[config.mk]
export PLATFORM = sky130hd
export DESIGN_NAME = mskaes_32bits_inv_key_sched
export DESIGN_NICKNAME = d
export VERILOG_FILES = /design/src/rtl/mskaes_32bits_inv_key_sched.sv
export SDC_FILE = /design/constraint.sdc
export NUM_CORES = 1
export LEC_CHECK = 0
export ABC_CLOCK_PERIOD_IN_PS = 4500
export BUFFER_PORTS_ARGS = -buffer_cell sky130_fd_sc_hd__buf_2
export CORE_AREA = 2 2 180 182
export CTS_CLUSTER_SIZE = 14
export DETAILED_ROUTE_END_ITERATION = 6
export DIE_AREA = 0 0 182 184
export GPL_TIMING_DRIVEN = 0
export HOLD_SLACK_MARGIN = 0.15
export PLACE_DENSITY = 0.84
export SLEW_MARGIN = 25
export SYNTH_ARGS = -nofsm -noshare
export SYNTH_HDL_FRONTEND = slang
export SYNTH_SLANG_ARGS = --single-unit
[constraint.sdc]
create_clock -name clk -period 4.5 [get_ports clk]
set_input_delay 0.225 -clock clk [delete_from_list [all_inputs] [get_ports clk]]
set_output_delay 0.225 -clock clk [all_outputs]
set_load 0.005 [all_outputs]
[src/rtl/mskaes_32bits_inv_key_sched.sv]
// Masked AES-128 inverse key schedule, one 32-bit column per cycle.
// Ports: start/sh_last_key load the round-10 key; sh_4bytes_rot_to_SB/sh_4bytes_from_SB
// talk to an external masked Sbox column of latency SB_LAT; sh_4bytes_to_AK with
// out_valid/out_ready/out_col/out_round streams round keys 10..0; busy/done report status.
// Shares of a byte are packed side by side; no share is ever recombined here.
module mskaes_32bits_inv_key_sched #(
    parameter int d      = 2,
    parameter int SB_LAT = 4
) (
    input  logic             clk,
    input  logic             rst,
    input  logic             start,
    input  logic [128*d-1:0] sh_last_key,
    output logic [32*d-1:0]  sh_4bytes_rot_to_SB,
    input  logic [32*d-1:0]  sh_4bytes_from_SB,
    output logic [32*d-1:0]  sh_4bytes_to_AK,
    output logic             out_valid,
    input  logic             out_ready,
    output logic [1:0]       out_col,
    output logic [3:0]       out_round,
    output logic             busy,
    output logic             done
);

    localparam int CW  = 32 * d;
    localparam int BW  = 8 * d;
    localparam int WCW = (SB_LAT > 1) ? $clog2(SB_LAT) : 1;

    typedef enum logic [2:0] {
        IDLE    = 3'd0,
        LOAD    = 3'd1,
        EMIT    = 3'd2,
        XOR     = 3'd3,
        SB_SEND = 3'd4,
        SB_WAIT = 3'd5,
        SB_ADD  = 3'd6
    } state_t;

    state_t          state;
    state_t          state_nx;
    logic [CW-1:0]   w [4];
    logic [3:0]      rnd;
    logic [1:0]      col;
    logic [WCW-1:0]  wcnt;
    logic [7:0]      rcon;
    logic [CW-1:0]   rcon_sh;

    // rcon is public, so it only touches share 0 of byte 0
    assign rcon_sh = {{(CW-8){1'b0}}, rcon};

    always_ff @(posedge clk or posedge rst) begin
        if (rst) state <= IDLE;
        else     state <= state_nx;
    end

    always_comb begin
        state_nx = state;
        case (state)
            IDLE:    if (start) state_nx = LOAD;
            LOAD:    state_nx = EMIT;
            EMIT: begin
                if (out_ready && col == 2'd3)
                    state_nx = (rnd == 4'd0) ? IDLE : XOR;
            end
            XOR:     if (col == 2'd2) state_nx = SB_SEND;
            SB_SEND: state_nx = SB_WAIT;
            SB_WAIT: if (wcnt == WCW'(SB_LAT - 1)) state_nx = SB_ADD;
            SB_ADD:  state_nx = EMIT;
            default: state_nx = IDLE;
        endcase
    end

    always_comb begin
        out_valid       = (state == EMIT);
        busy            = (state != IDLE);
        out_col         = col;
        out_round       = rnd;
        sh_4bytes_to_AK = w[col];
        // RotWord: byte positions 0..3 carry w3 bytes 1,2,3,0
        sh_4bytes_rot_to_SB = {w[3][0 +: BW], w[3][3*BW +: BW],
                               w[3][2*BW +: BW], w[3][BW +: BW]};
    end

    // col doubles as the XOR step index: it wraps to 0 after column 3
    always_ff @(posedge clk or posedge rst) begin
        if (rst) begin
            rnd  <= 4'd0;
            col  <= 2'd0;
            wcnt <= '0;
            rcon <= 8'h36;
            done <= 1'b0;
        end else begin
            done <= 1'b0;
            case (state)
                LOAD: begin
                    rnd  <= 4'd10;
                    col  <= 2'd0;
                    rcon <= 8'h36;
                end
                EMIT: begin
                    if (out_ready) begin
                        col <= col + 2'd1;
                        if (col == 2'd3 && rnd == 4'd0) done <= 1'b1;
                    end
                end
                XOR:     col  <= col + 2'd1;
                SB_SEND: wcnt <= '0;
                SB_WAIT: wcnt <= wcnt + 1'b1;
                SB_ADD: begin
                    rnd  <= rnd - 4'd1;
                    col  <= 2'd0;
                    rcon <= {1'b0, rcon[7:1]} ^ (rcon[0] ? 8'h8d : 8'h00);
                end
                default: ;
            endcase
        end
    end

    // Share registers carry no reset so they never hold a key-independent value
    always_ff @(posedge clk) begin
        case (state)
            LOAD: begin
                for (int c = 0; c < 4; c++)
                    w[c] <= sh_last_key[CW*c +: CW];
            end
            XOR: begin
                case (col)
                    2'd0:    w[3] <= w[3] ^ w[2];
                    2'd1:    w[2] <= w[2] ^ w[1];
                    default: w[1] <= w[1] ^ w[0];
                endcase
            end
            SB_ADD:  w[0] <= w[0] ^ sh_4bytes_from_SB ^ rcon_sh;
            default: ;
        endcase
    end

endmodule

## Yosys cells after proc, flatten, opt, wreduce, memory -nomap -nowiden

Memory sizes are Yosys's and may differ from the RTL's.
Cells that the tools add are included.

- Register bits after elaboration: 20
- Latch bits: 0
- Bits in writable memories: 256
- ROM bits: 0
- Input bits: 324
- Output and inout bits: 137
- Logic and storage cells: 80
- Memories kept: 1

- $add $sub $neg: 3
- Multipliers: 0
- Div/mod/pow operators: 0
- Order comparisons: 0
- Equal/unequal tests: 15
- Shift operators: 0
- Multiplexer cells: 32
- Bitwise gates (word level): 10
- Reductions and logical operators: 13

Memory list:

| memory | words | width | read ports | clocked after memory_dff | write ports | RTL line | source |
|---|---|---|---|---|---|---|---|
| w | 4 | 64 | 5 | 0 | 4 | 41 | `logic [CW-1:0] w [4];` |

Operators by type and width:

| cell | count |
|---|---|
| 64-bit 2-to-1 mux | 4 |
| 64-bit XOR | 4 |
| 64-bit by 8-bit XOR with 64-bit output | 1 |
| 3-bit case mux with 6 select lines | 1 |
| 1-bit 2-to-1 mux | 16 |
| 8-bit case mux with 2 select lines | 1 |
| 3-bit 2-to-1 mux | 4 |
| 3-bit == test, second input constant | 3 |
| 8-bit 2-to-1 mux | 1 |
| 4-bit case mux with 2 select lines | 1 |
| 7-bit by 8-bit XOR with 8-bit output | 1 |
| 2-bit == test, second input constant | 3 |
| 3-bit by 2-bit == test with 1-bit output, second input constant | 2 |
| 2-bit inequality test, second input constant | 3 |
| 2-bit case mux with 3 select lines | 1 |
| 3-bit nonzero test | 2 |
| 2-bit by 1-bit adder with 2-bit output, second input constant | 2 |
| 4-bit logical NOT | 1 |
| 2-bit 2-to-1 mux | 2 |
| 2-bit by 1-bit inequality test with 1-bit output, second input constant | 2 |
| 1-bit OR | 4 |
| 2-bit case mux with 2 select lines | 1 |
| 4-bit AND reduction | 1 |
| 2-bit nonzero test | 2 |
| other kinds (8) | 10 |

## Depth between registers and ports, before layout

- Word-level depth: 6
- Gate-level depth with buffers: 10

## Worst setup path after synthesis

No wires, ideal clock.

- Path type: flip-flop to flip-flop
- Start: register col[1], in the netlist out_col[1]
- End: memory w[3][0] (netlist name) (enable)
- Setup time: 0.693 ns
- Data arrival time: 2.863 ns
- Data required time: 3.807 ns
- Slack: 0.944 ns
- Stages on the path, launching flop included: 10
- Path buffers: 5
- Clock period less this slack: 3.556 ns
- Path through: dfrtp_1 > buf_2 > buf_2 > inv_1 > ha_1 > nand4b_1 > buf_2 > buf_2 > buf_2 > nand2_1

RTL lines:

| item | RTL line | source |
|---|---|---|
| start, declared | 43 | `logic [1:0] col;` |
| start signal, assigned | 102 | `col <= col + 2'd1;` |
| start signal, assigned | 106 | `XOR: col <= col + 2'd1;` |
| end, declared | 41 |  |

==> out/qor.csv <==
metric,value,unit
routed_via_density,6.056,
grt_overflow,0,
final_common_cell,buf_2,
netlist_area,15560,um2
worst-path-stages,10,
grt_max_degree,40,
critical_path.top_delay_family,buffers and inverters,
synth.yosys.seq_area_share,52.66,%
r2r-end,w[3][32]$_DFFE_PP_,
grt_first_pass_wirelength,92.04,mm
rsz0062_at_grt,no,
cp.required,4.76,ns
ff_latch_area,8193,um2
leakage,9.432,nW
firstDrtPassIters,5,
cts.reportedPaths.clkPinSlew,0.07,ns
final_cell_area,22810,um2
yosys.area.top_type,edfxtp_1,
grt_usage,36.37,%
clk_path_buf_depth,3,
synth.avg_cell_area,12.93,um2
worstSetupStartpointType,flop,
crit_slowest_cell,dfrtp_1,
synthTopCellsByArea,"edfxtp_1, xnor2_1, mux4_2",
cp_slowest_stage_delay,0.57,ns
synthToLayoutAreaGrowth,46.59,%
multi_input_area,6945,um2
io-pin-count,461,
cts_buffers,31,
max-slew-margin-rel,45.81,%
synth_flop_cell,edfxtp_1,
powerDensity,591.2,nW/um2
yosysUniqueCellTypes,47,
layout.cells.most_common_list,"buf_2, dlygate4sd3_1, edfxtp_1",
core,31390,um2
min_path_cells,4,
worst-path-buf-inv,7,
htreeDepth,1,
die_x,182,um
reg2regPathDepth,10,
hold_start,sh_4bytes_from_SB[4],
dp_hpwl,35.51,mm
antenna_found_initial,14,
portBuffers,460,
wl_per_cell,25.69,um
ys.warnings.count,0,
outcome,completed,
worstMarginPinSlew,0.8129,ns
final_hold_viol_count,0,
start_util,49.56,%
synth_top_area_share,49.41,%
fin_util,72.65,%
placed_area,18490,um2
async_flop_share,7.246,%
endpoint_kind,flop,
slew_violations,0,
clock_latency,0.57,ns
syn-instance-count,1203,
max_freq,243.3,MHz
cp_common_cell,buf_2,
period_share,91.35,%
cts_tree,done,
drc,0,
crit_fanout,33,
root_buffer,clkbuf_16,
finalClockSkew,0.02004,ns
fill_cells,1782,
max-cap-violations,0,
ys_seq_elements,276,
min_to,w[0][4]$_DFFE_PN_,
period_minus_slack,4.111,ns
die-area,33490,um2
cts_sinks,276,
drive_gt1_share,34.56,%
die_h,184,um
setup_violations,0,
cp.arrival,4.38,ns
grt_pass1_vias,15894,
row_count,65,
path_cells,buf_2 > buf_2 > inv_1 > ha_1 > nand4b_1 > buf_2 > buf_2 > buf_2 > nand2_4 > buf_12,
detail-route-antenna-nets,0,
final.setup.tns,0,ns
synth_edf_count,256,
rrSetupSlack,0.39,ns
gp_congestion,0.9090,
irDropWorstVdd,0.4129,mV
wl,63.12,mm
cts_resized,0,
syn_nets,1534,
num_vias,14880,
crit_type,reg2reg,
min_path_type,in2reg,
layout.nets,2349,
drtIter0Drc,1572,
reg2reg_from,out_col[1]$_DFFE_PP0P_,
worst max path at each step:
stage / from / to / slack (ns)
6_report: out_col[1]$_DFFE_PP0P_ / w[3][32]$_DFFE_PP_ / 0.39
5_1_grt: out_col[1]$_DFFE_PP0P_ / w[3][32]$_DFFE_PP_ / 0.28
4_1_cts: out_col[1]$_DFFE_PP0P_ / w[3][41]$_DFFE_PP_ / 0.46
3_5_place_dp: out_col[1]$_DFFE_PP0P_ / w[3][37]$_DFFE_PP_ / 0.48
3_3_place_gp: out_col[1]$_DFFE_PP0P_ / w[3][28]$_DFFE_PP_ / -1.64
2_1_floorplan: out_col[1]$_DFFE_PP0P_ / w[3][0]$_DFFE_PP_ / 0.94
power breakdown:
part | internal, mW | total (mW) | switching [mW]
logic | 2.81 | 5.87 | 3.06
registers | 3.93 | 4.77 | 0.838
clock network | 1.72 | 2.84 | 1.12
flip-flops by register name, summed over array words and instances (netlist names):
signal	cells
done	1
out_col	2
out_round	4
rcon	8
state	3
w	256
wcnt	2
timing repair:
action	4_1_cts	5_1_grt
setup buffers	0	0
hold buffers	318	0
hold endpoints to repair	276	0
stage by stage:
step / hold slack, ns / cells / total power [mW] / setup slack [ns]
after floorplan: 0.1859 / 1203 / 7.873 / 0.9441
after global placement: 0.3833 / 2065 / 9.758 / -1.640
after detailed placement: 0.3974 / 2069 / 9.912 / 0.4837
after CTS: 0.1536 / 2445 / 13.07 / 0.4637
after global routing: 0.1735 / 2455 / 13.92 / 0.2778
final: 0.1607 / 2457 / 13.48 / 0.3892
Yosys cell counts, types with 6 or more instances:
master / n
mux2_2: 15
mux4_2: 64
ha_1: 7
nand2_1: 201
clkbuf_1: 20
buf_6: 12
buf_4: 6
xor2_1: 73
o21ai_0: 188
buf_2: 29
mux2_4: 50
o21ai_1: 10
dfrtp_1: 16
edfxtp_1: 256
xnor2_1: 193
logic make-up (layout without fill, tap and decap cells):
| kind of cell | Yosys count | count (layout) | share of synthesized area [%] |
|---|---|---|---|
| AOI/OAI and AO/OA | 215 | 215 | 7.302 |
| xor gates and xnor gates | 266 | 266 | 14.97 |
| adders and majority gates | 7 | 7 | 0.5629 |
| buffers and inverters | 78 | 918 | 2.847 |
| DFF | 276 | 276 | 52.66 |
| muxes | 134 | 134 | 15.50 |
| other | 0 | 12 | 0 |
| and+or+nand+nor | 227 | 227 | 6.160 |
area by class of cell:
type / instances / area share (%)
antenna: 12 / 0.1317
buffer: 71 / 1.827
clock buffer: 37 / 3.500
clock inverter: 21 / 1.360
inverter: 7 / 0.1371
multi-input combinational: 849 / 30.45
sequential: 276 / 35.92
tap: 402 / 2.205
timing repair buffer: 782 / 24.47
worst min-delay path, delay by kind of cell:
| family | cells | cell delay, ns |
|---|---|---|
| buffers and inverters | 1 | 0.08 |
| AO/OA/AOI/OAI | 1 | 0.13 |
| XOR/XNOR | 2 | 0.19 |
routing by layer:
metal	up-vias	share of wire, %	track usage, %
li1	6008	-	-
met1	7103	33	40.84
met2	1384	49	61.74
met3	383	11	8.479
met4	2	7.8	25.23
met5	-	0.017	0
Power figures use the tool's default switching activity.
